==> config.mk <==
export PLATFORM = sky130hd
export DESIGN_NAME = seq_divider
export DESIGN_NICKNAME = d
export VERILOG_FILES = /design/src/rtl/seq_divider.sv
export SDC_FILE = /design/constraint.sdc
export NUM_CORES = 1
export LEC_CHECK = 0
export ABC_CLOCK_PERIOD_IN_PS = 2450
export CORE_ASPECT_RATIO = 0.7
export CORE_MARGIN = 3
export CORE_UTILIZATION = 55
export CTS_BUF_LIST = sky130_fd_sc_hd__clkbuf_8
export CTS_CLUSTER_SIZE = 28
export DETAILED_ROUTE_END_ITERATION = 8
export PLACE_DENSITY = 0.82
export SLEW_MARGIN = 15
export SYNTH_ARGS = -nofsm -noshare
export SYNTH_HDL_FRONTEND = slang
export SYNTH_SLANG_ARGS = --single-unit
export TNS_END_PERCENT = 20
==> constraint.sdc <==
create_clock -name clk -period 2.45 [get_ports clk]
set_input_delay 0.49 -clock clk [delete_from_list [all_inputs] [get_ports clk]]
set_output_delay 0.49 -clock clk [all_outputs]
set_load 0.05 [all_outputs]
==> src/rtl/seq_divider.sv <==
// Iterative restoring unsigned divider, one quotient bit per clock.
// Optional DIV_SELFCHECK_EN adds a sticky chk_err from a multiply-back check.
module seq_divider #(
  parameter int WIDTH = 4
) (
  input  logic             clk,
  input  logic             rst_n,
  input  logic             start,
  input  logic [WIDTH-1:0] a,
  input  logic [WIDTH-1:0] b,
  output logic [WIDTH-1:0] quo,
  output logic [WIDTH-1:0] rem,
  output logic             busy,
  output logic             done,
`ifdef DIV_SELFCHECK_EN
  output logic             chk_err,
`endif
  output logic             dbz
);

  localparam int CW = $clog2(WIDTH);

  typedef enum logic [1:0] {
    IDLE,
    RUN,
    DONE
  } state_t;

  state_t state, state_nxt;

  logic [WIDTH-1:0] dvd;
  logic [WIDTH-1:0] dvs;
  logic [WIDTH-1:0] prem;
  logic [CW-1:0]    cnt;

  logic             accept;
  logic             bzero;
  logic             last;
  logic [WIDTH:0]   shifted;
  logic [WIDTH:0]   trial;
  logic             qbit;
  logic [WIDTH-1:0] prem_nxt;
  logic [WIDTH-1:0] dvd_nxt;

  assign accept = start && (state != RUN);
  assign bzero  = (b == '0);
  assign last   = (cnt == '0);

  // dvd doubles as the quotient shift register: dividend bits leave
  // at the top while quotient bits enter at the bottom.
  always_comb begin
    shifted  = {prem, dvd[WIDTH-1]};
    trial    = shifted - {1'b0, dvs};
    qbit     = ~trial[WIDTH];
    prem_nxt = qbit ? trial[WIDTH-1:0] : shifted[WIDTH-1:0];
    dvd_nxt  = {dvd[WIDTH-2:0], qbit};
  end

  always_ff @(posedge clk or negedge rst_n) begin
    if (!rst_n) begin
      state <= IDLE;
    end else begin
      state <= state_nxt;
    end
  end

  always_comb begin
    state_nxt = state;
    unique case (state)
      IDLE: begin
        if (accept) state_nxt = bzero ? DONE : RUN;
      end
      RUN: begin
        if (last) state_nxt = DONE;
      end
      DONE: begin
        if (accept) state_nxt = bzero ? DONE : RUN;
        else        state_nxt = IDLE;
      end
      default: state_nxt = IDLE;
    endcase
  end

  always_comb begin
    busy = (state == RUN);
    done = (state == DONE);
  end

  always_ff @(posedge clk or negedge rst_n) begin
    if (!rst_n) begin
      dvd  <= '0;
      dvs  <= '0;
      prem <= '0;
      cnt  <= '0;
      quo  <= '0;
      rem  <= '0;
      dbz  <= 1'b0;
    end else if (accept) begin
      if (bzero) begin
        quo <= '1;
        rem <= a;
        dbz <= 1'b1;
      end else begin
        dvd  <= a;
        dvs  <= b;
        prem <= '0;
        cnt  <= CW'(WIDTH - 1);
        dbz  <= 1'b0;
      end
    end else if (state == RUN) begin
      prem <= prem_nxt;
      dvd  <= dvd_nxt;
      if (last) begin
        quo <= dvd_nxt;
        rem <= prem_nxt;
      end else begin
        cnt <= cnt - 1'b1;
      end
    end
  end

`ifdef DIV_SELFCHECK_EN
  logic [WIDTH-1:0]   a_l;
  logic [2*WIDTH-1:0] recon;

  always_comb begin
    recon = {{WIDTH{1'b0}}, quo} * {{WIDTH{1'b0}}, dvs}
          + {{WIDTH{1'b0}}, rem};
  end

  always_ff @(posedge clk or negedge rst_n) begin
    if (!rst_n) begin
      a_l     <= '0;
      chk_err <= 1'b0;
    end else begin
      if (accept) a_l <= a;
      if (state == DONE && !dbz
          && recon != {{WIDTH{1'b0}}, a_l})
        chk_err <= 1'b1;
    end
  end
`endif

endmodule
**Yosys cells after proc, flatten, opt, wreduce, memory -nomap -nowiden**

Cells that the tools add are included.

- Register bits after elaboration: 25
- Bits in latches: 0
- Memory bits (writable): 0
- Memory bits (read-only): 0
- Output and inout port bits: 11
- Logic and storage cells: 56
- Memories kept: 0

- Add/subtract/negate cells: 2
- Multiply operators: 0
- Div/mod/pow operators: 0
- Order comparisons: 0
- Eq/ne operators: 8
- Shift-type cells: 0
- Multiplexer cells: 25
- Bitwise operators: 2
- Reductions and logical operators: 11

Operator list:

| kind | count |
|---|---|
| $mux 4 | 15 |
| $mux 2 | 8 |
| $ne 2x1->1 const B | 3 |
| $ne 2x2->1 const B | 3 |
| $pmux 2 s3 | 1 |
| $reduce_and 2->1 | 3 |
| $reduce_and 3->1 | 2 |
| $sub 5x4->5 | 1 |
| $logic_not 2->1 | 2 |
| $logic_not 4->1 | 1 |
| $reduce_bool 2->1 | 2 |
| $eq 2x1->1 const B | 1 |
| $eq 2x2->1 const B | 1 |
| $not 1->1 | 2 |
| $sub 2x1->2 const B | 1 |
| $logic_and 1x1->1 | 1 |
| $mux 1 | 1 |

**Logic depth before layout (Yosys ltp)**

- Depth after elaboration: 5
- Mapped depth: 8
- Depth with buffers taken out: 8

**Least setup slack after synthesis**

Ideal clock, no wire load.

- Kind: flip-flop to flip-flop
- From: register dvd[3]
- To: register rem[3]
- Library setup time: 143 ps
- Arrival time: 2066 ps
- Required time: 2307 ps
- Path slack: 241 ps
- Stages on the path, launching flop included: 9
- Path buffers: 0
- Period minus slack after synthesis: 2209 ps
- Cells stage by stage: dfrtp_1 -> inv_1 -> ha_1 -> fa_1 -> nand2b_2 -> a21oi_4 -> xor2_4 -> a2111oi_0 -> o22ai_1

- Cells in the longest elaborated chain, start to end: 5

RTL lines:

| item | line | RTL |
|---|---|---|
| start, declared | 31 | `logic [WIDTH-1:0] dvd;` |
| start signal, assigned | 112 | `dvd <= dvd_nxt;` |
| $sub 5x4->5 | 53 | `trial = shifted - {1'b0, dvs};` |
| $mux 4 | 55 | `prem_nxt = qbit ? trial[WIDTH-1:0] : shifted[WIDTH-1:0];` |
| $mux 4 | 113 | `if (last) begin` |
| $mux 4 | 110 | `end else if (state == RUN) begin` |
| $mux 4 | 98 | `end else if (accept) begin` |
| end signal, assigned | 115 | `rem <= prem_nxt;` |
| end, declared | 12 | `output logic [WIDTH-1:0] rem,` |

No other way between the ends. The select of a mux whose other input is x is not followed.
A chain may end at the register's enable or synchronous reset.

**Final worst setup path**

- From: register dvd[3]
- To: register prem[1]

- Cells in the longest elaborated chain, start to end: 4

RTL lines:

| item | line | RTL |
|---|---|---|
| $sub 5x4->5 | 53 |  |
| $mux 4 | 55 |  |
| $mux 4 | 110 |  |
| $mux 4 | 98 |  |
| end signal, assigned | 111 | `prem <= prem_nxt;` |
| end, declared | 33 | `logic [WIDTH-1:0] prem;` |

No other way between the ends. The select of a mux whose other input is x is not followed.

==> results.json <==
{
  "synth_area_leaders": "dfrtp_1 45%, nand2_1 5.2%, ha_1 4.5%, mux2i_1 3.6%, o21ai_0 3.3%",
  "die_area_um2": 3150,
  "wl_mm": 3.16,
  "final_common_cell": "dfrtp_1",
  "post-dp-hpwl_mm": 2.35,
  "syn_nets": 156,
  "power_frac_clock": 0.091,
  "r2r-start": "dvd[3]",
  "hp-class": "reg2reg",
  "setup_tns_ps": 0,
  "drt_pass1_iterations": 4,
  "status": "completed",
  "holdWs_ps": 495,
  "cts_root_buf": "clkbuf_8",
  "crit_type": "reg2reg",
  "reg2reg_to": "prem[1]",
  "ant_nets": 0,
  "first_global_vias": 1104,
  "final_layout_size_suffix_gt1_frac": 0.133,
  "routedWlPerCell_um": 16.0,
  "row_count": 14,
  "drc": 0,
  "route.vias.total": 1134,
  "final_area_um2": 1700,
  "cp-startpoint": "dvd[3]",
  "start_kind": "flip-flop",
  "synthDistinctLibCells": 41,
  "power.switching_uw": 1330,
  "p_int_uw": 1420,
  "grt_overflow_total": 0,
  "synth_top_area_share": 0.454,
  "period_needed_ps": 2350,
  "setup_viol": 0,
  "seqCellArea_um2": 626,
  "cts_hold_buf": 0,
  "cts_tree": "done",
  "clock_skew_ps": 1.83,
  "holdPathEnd": "cnt[0]",
  "synth_seq_cells": 25,
  "grt_max_degree": 26,
  "insertedDiodeCount": 0,
  "via_per_inst": 5.76,
  "placed_cell_area_um2": 1630,
  "die_w_um": 65.8,
  "pwr-share-seq": 0.270,
  "clk_pin_slew_ps": 90,
  "period_share": 0.959,
  "cts_buffer_depth": 2,
  "start_util": 0.610,
  "rsz0062_at_grt": "no",
  "ys_seq_area_frac": 0.454,
  "synthCells": 139,
  "clock_sinks": 25,
  "syn_area_per_cell_um2": 9.92,
  "core-area_um2": 2260,
  "drv_slew": 0,
  "hold_path_depth": 1,
  "hold_viol": 0,
  "worst-endpoint-arrival_ps": 2570,
  "finalWeightedCongestion": 0.862,
  "grt_pass1_wl_mm": 5.28,
  "swShare": 0.485,
  "leakagePower_uw": 0.000746,
  "cts.htree.levels": 1,
  "crit_required_ps": 2670,
  "die-height_um": 47.9,
  "reg2reg_slack_ps": 100,
  "hp-start": "cnt[0]",
  "clock.fmax_ghz": 0.425,
  "multi_input_area_um2": 699,
  "grt_usage": 0.226,
  "final_cell_mix": "25 x dfrtp_1, 20 x clkdlybuf4s50_1, 19 x nand2_1",
  "peakVddDrop_mv": 0.937,
  "syn_to_final_growth_pct": 23.5,
  "cts_buffers": 3,
  "path_max_fanout": 7,
  "drt_iter0_drc": 42,
  "combinationalPowerShare": 0.639,
  "slew_headroom": 0.514,
  "critPathCaptureType": "flip-flop",
  "syn_area_um2": 1380,
  "tightest_slew_ps": 730,
  "clock_latency_ps": 270,
  "nets": 183,
  "synth_warnings": 0,
  "maxCapViolCount": 0,
  "antenna_found_initial": 0,
  "num-fill-cells": 170,
  "num_io_pins": 22,
  "p_per_area_nw_per_um2": 1610,
  "port_buffers": 21,
  "rr_worst_depth": 8,
  "yosysTopAreaCell": "dfrtp_1"
}
layout make-up:
cell class,instances,area share
multi-input combinational,100,0.411
sequential,25,0.367
timing repair buffer,27,0.151
clock buffer,3,0.0242
tap,32,0.0235
inverter,9,0.0198
clock inverter,1,0.00294
cell families after synthesis:
kind of cell | synth area share
mux | 0.0363
simple gates | 0.187
xor+xnor | 0.0327
buf+inv | 0.0481
flops | 0.454
fa+ha+maj | 0.0599
compound gates | 0.182
flip-flops by register name, indices dropped and copies added, names as in the netlist:
name	count
dvs	4
rem	4
state	2
prem	4
dvd	4
quo	4
cnt	2
dbz	1
power by group through the flow:
| stage | clock network [µW] | logic [µW] | registers, µW |
|---|---|---|---|
| detailed placement | 0 | 1640 | 747 |
| floorplan | 0 | 990 | 943 |
| finish | 250 | 1760 | 742 |
| global placement | 0 | 1580 | 735 |
| CTS | 247 | 1660 | 740 |
| global route | 270 | 1880 | 767 |
worst max path at each step:
stage / to / slack, ps / depth (start not counted)
final: prem[1] / 100 / 8
after global routing: prem[1] / 20 / 8
after CTS: busy / 40 / 3
after detailed placement: rem[3] / 30 / 8
after global placement: rem[3] / 150 / 8
after floorplan: rem[3] / 240 / 8
stage by stage:
stage          setup WS, ps  instances  power [µW]  utilization
3_5_place_dp           34.2        192        2390        0.723
5_1_grt                16.2        197        2920        0.754
3_3_place_gp            150        192        2310        0.723
6_report               99.3        197        2750        0.754
4_1_cts                41.5        196        2650        0.744
2_1_floorplan           241        139        1930            -
critical path, stage by stage (launching register included):
cell	delay (ps)
dfrtp_1	360
inv_1	80
ha_1	230
fa_2	360
nand2b_2	210
a21oi_4	250
xor2_4	320
mux2i_1	320
a22o_1	170
routing by layer:
layer / GRT usage / part of all wire
met5: 0 / 0
met4: 0.0496 / 0.012
met3: 0.0493 / 0.023
met1: 0.321 / 0.51
met2: 0.363 / 0.45
what timing repair did:
| item | 4_1_cts | 5_1_grt |
|---|---|---|
| setup buffers | 0 | 1 |
| gates cloned | 0 | 0 |
| gates resized for setup | 1 | 4 |
| setup endpoints to repair | 1 | 5 |
cells in the mapped netlist (all sizes together):
cell type  instances
nand2             19
nor4               3
mux2i              5
fa                 1
xor2               2
nor2               9
nand3b             1
dfrtp             25
a22o               2
buf                4
nor4b              2
and2               1
nor3b              1
ha                 5
xnor2              1
inv                9
and3b              1
o22ai              2
or4                1
o21ai             14
a21o               1
a21oi              8
a211oi             1
and3               3
a2111oi            1
a31o               1
o22a               4
a41oi              2
a21boi             1
nand2b             3
clkbuf             1
nor3               4
nor2b              1
(Power assumes the default switching activity.)
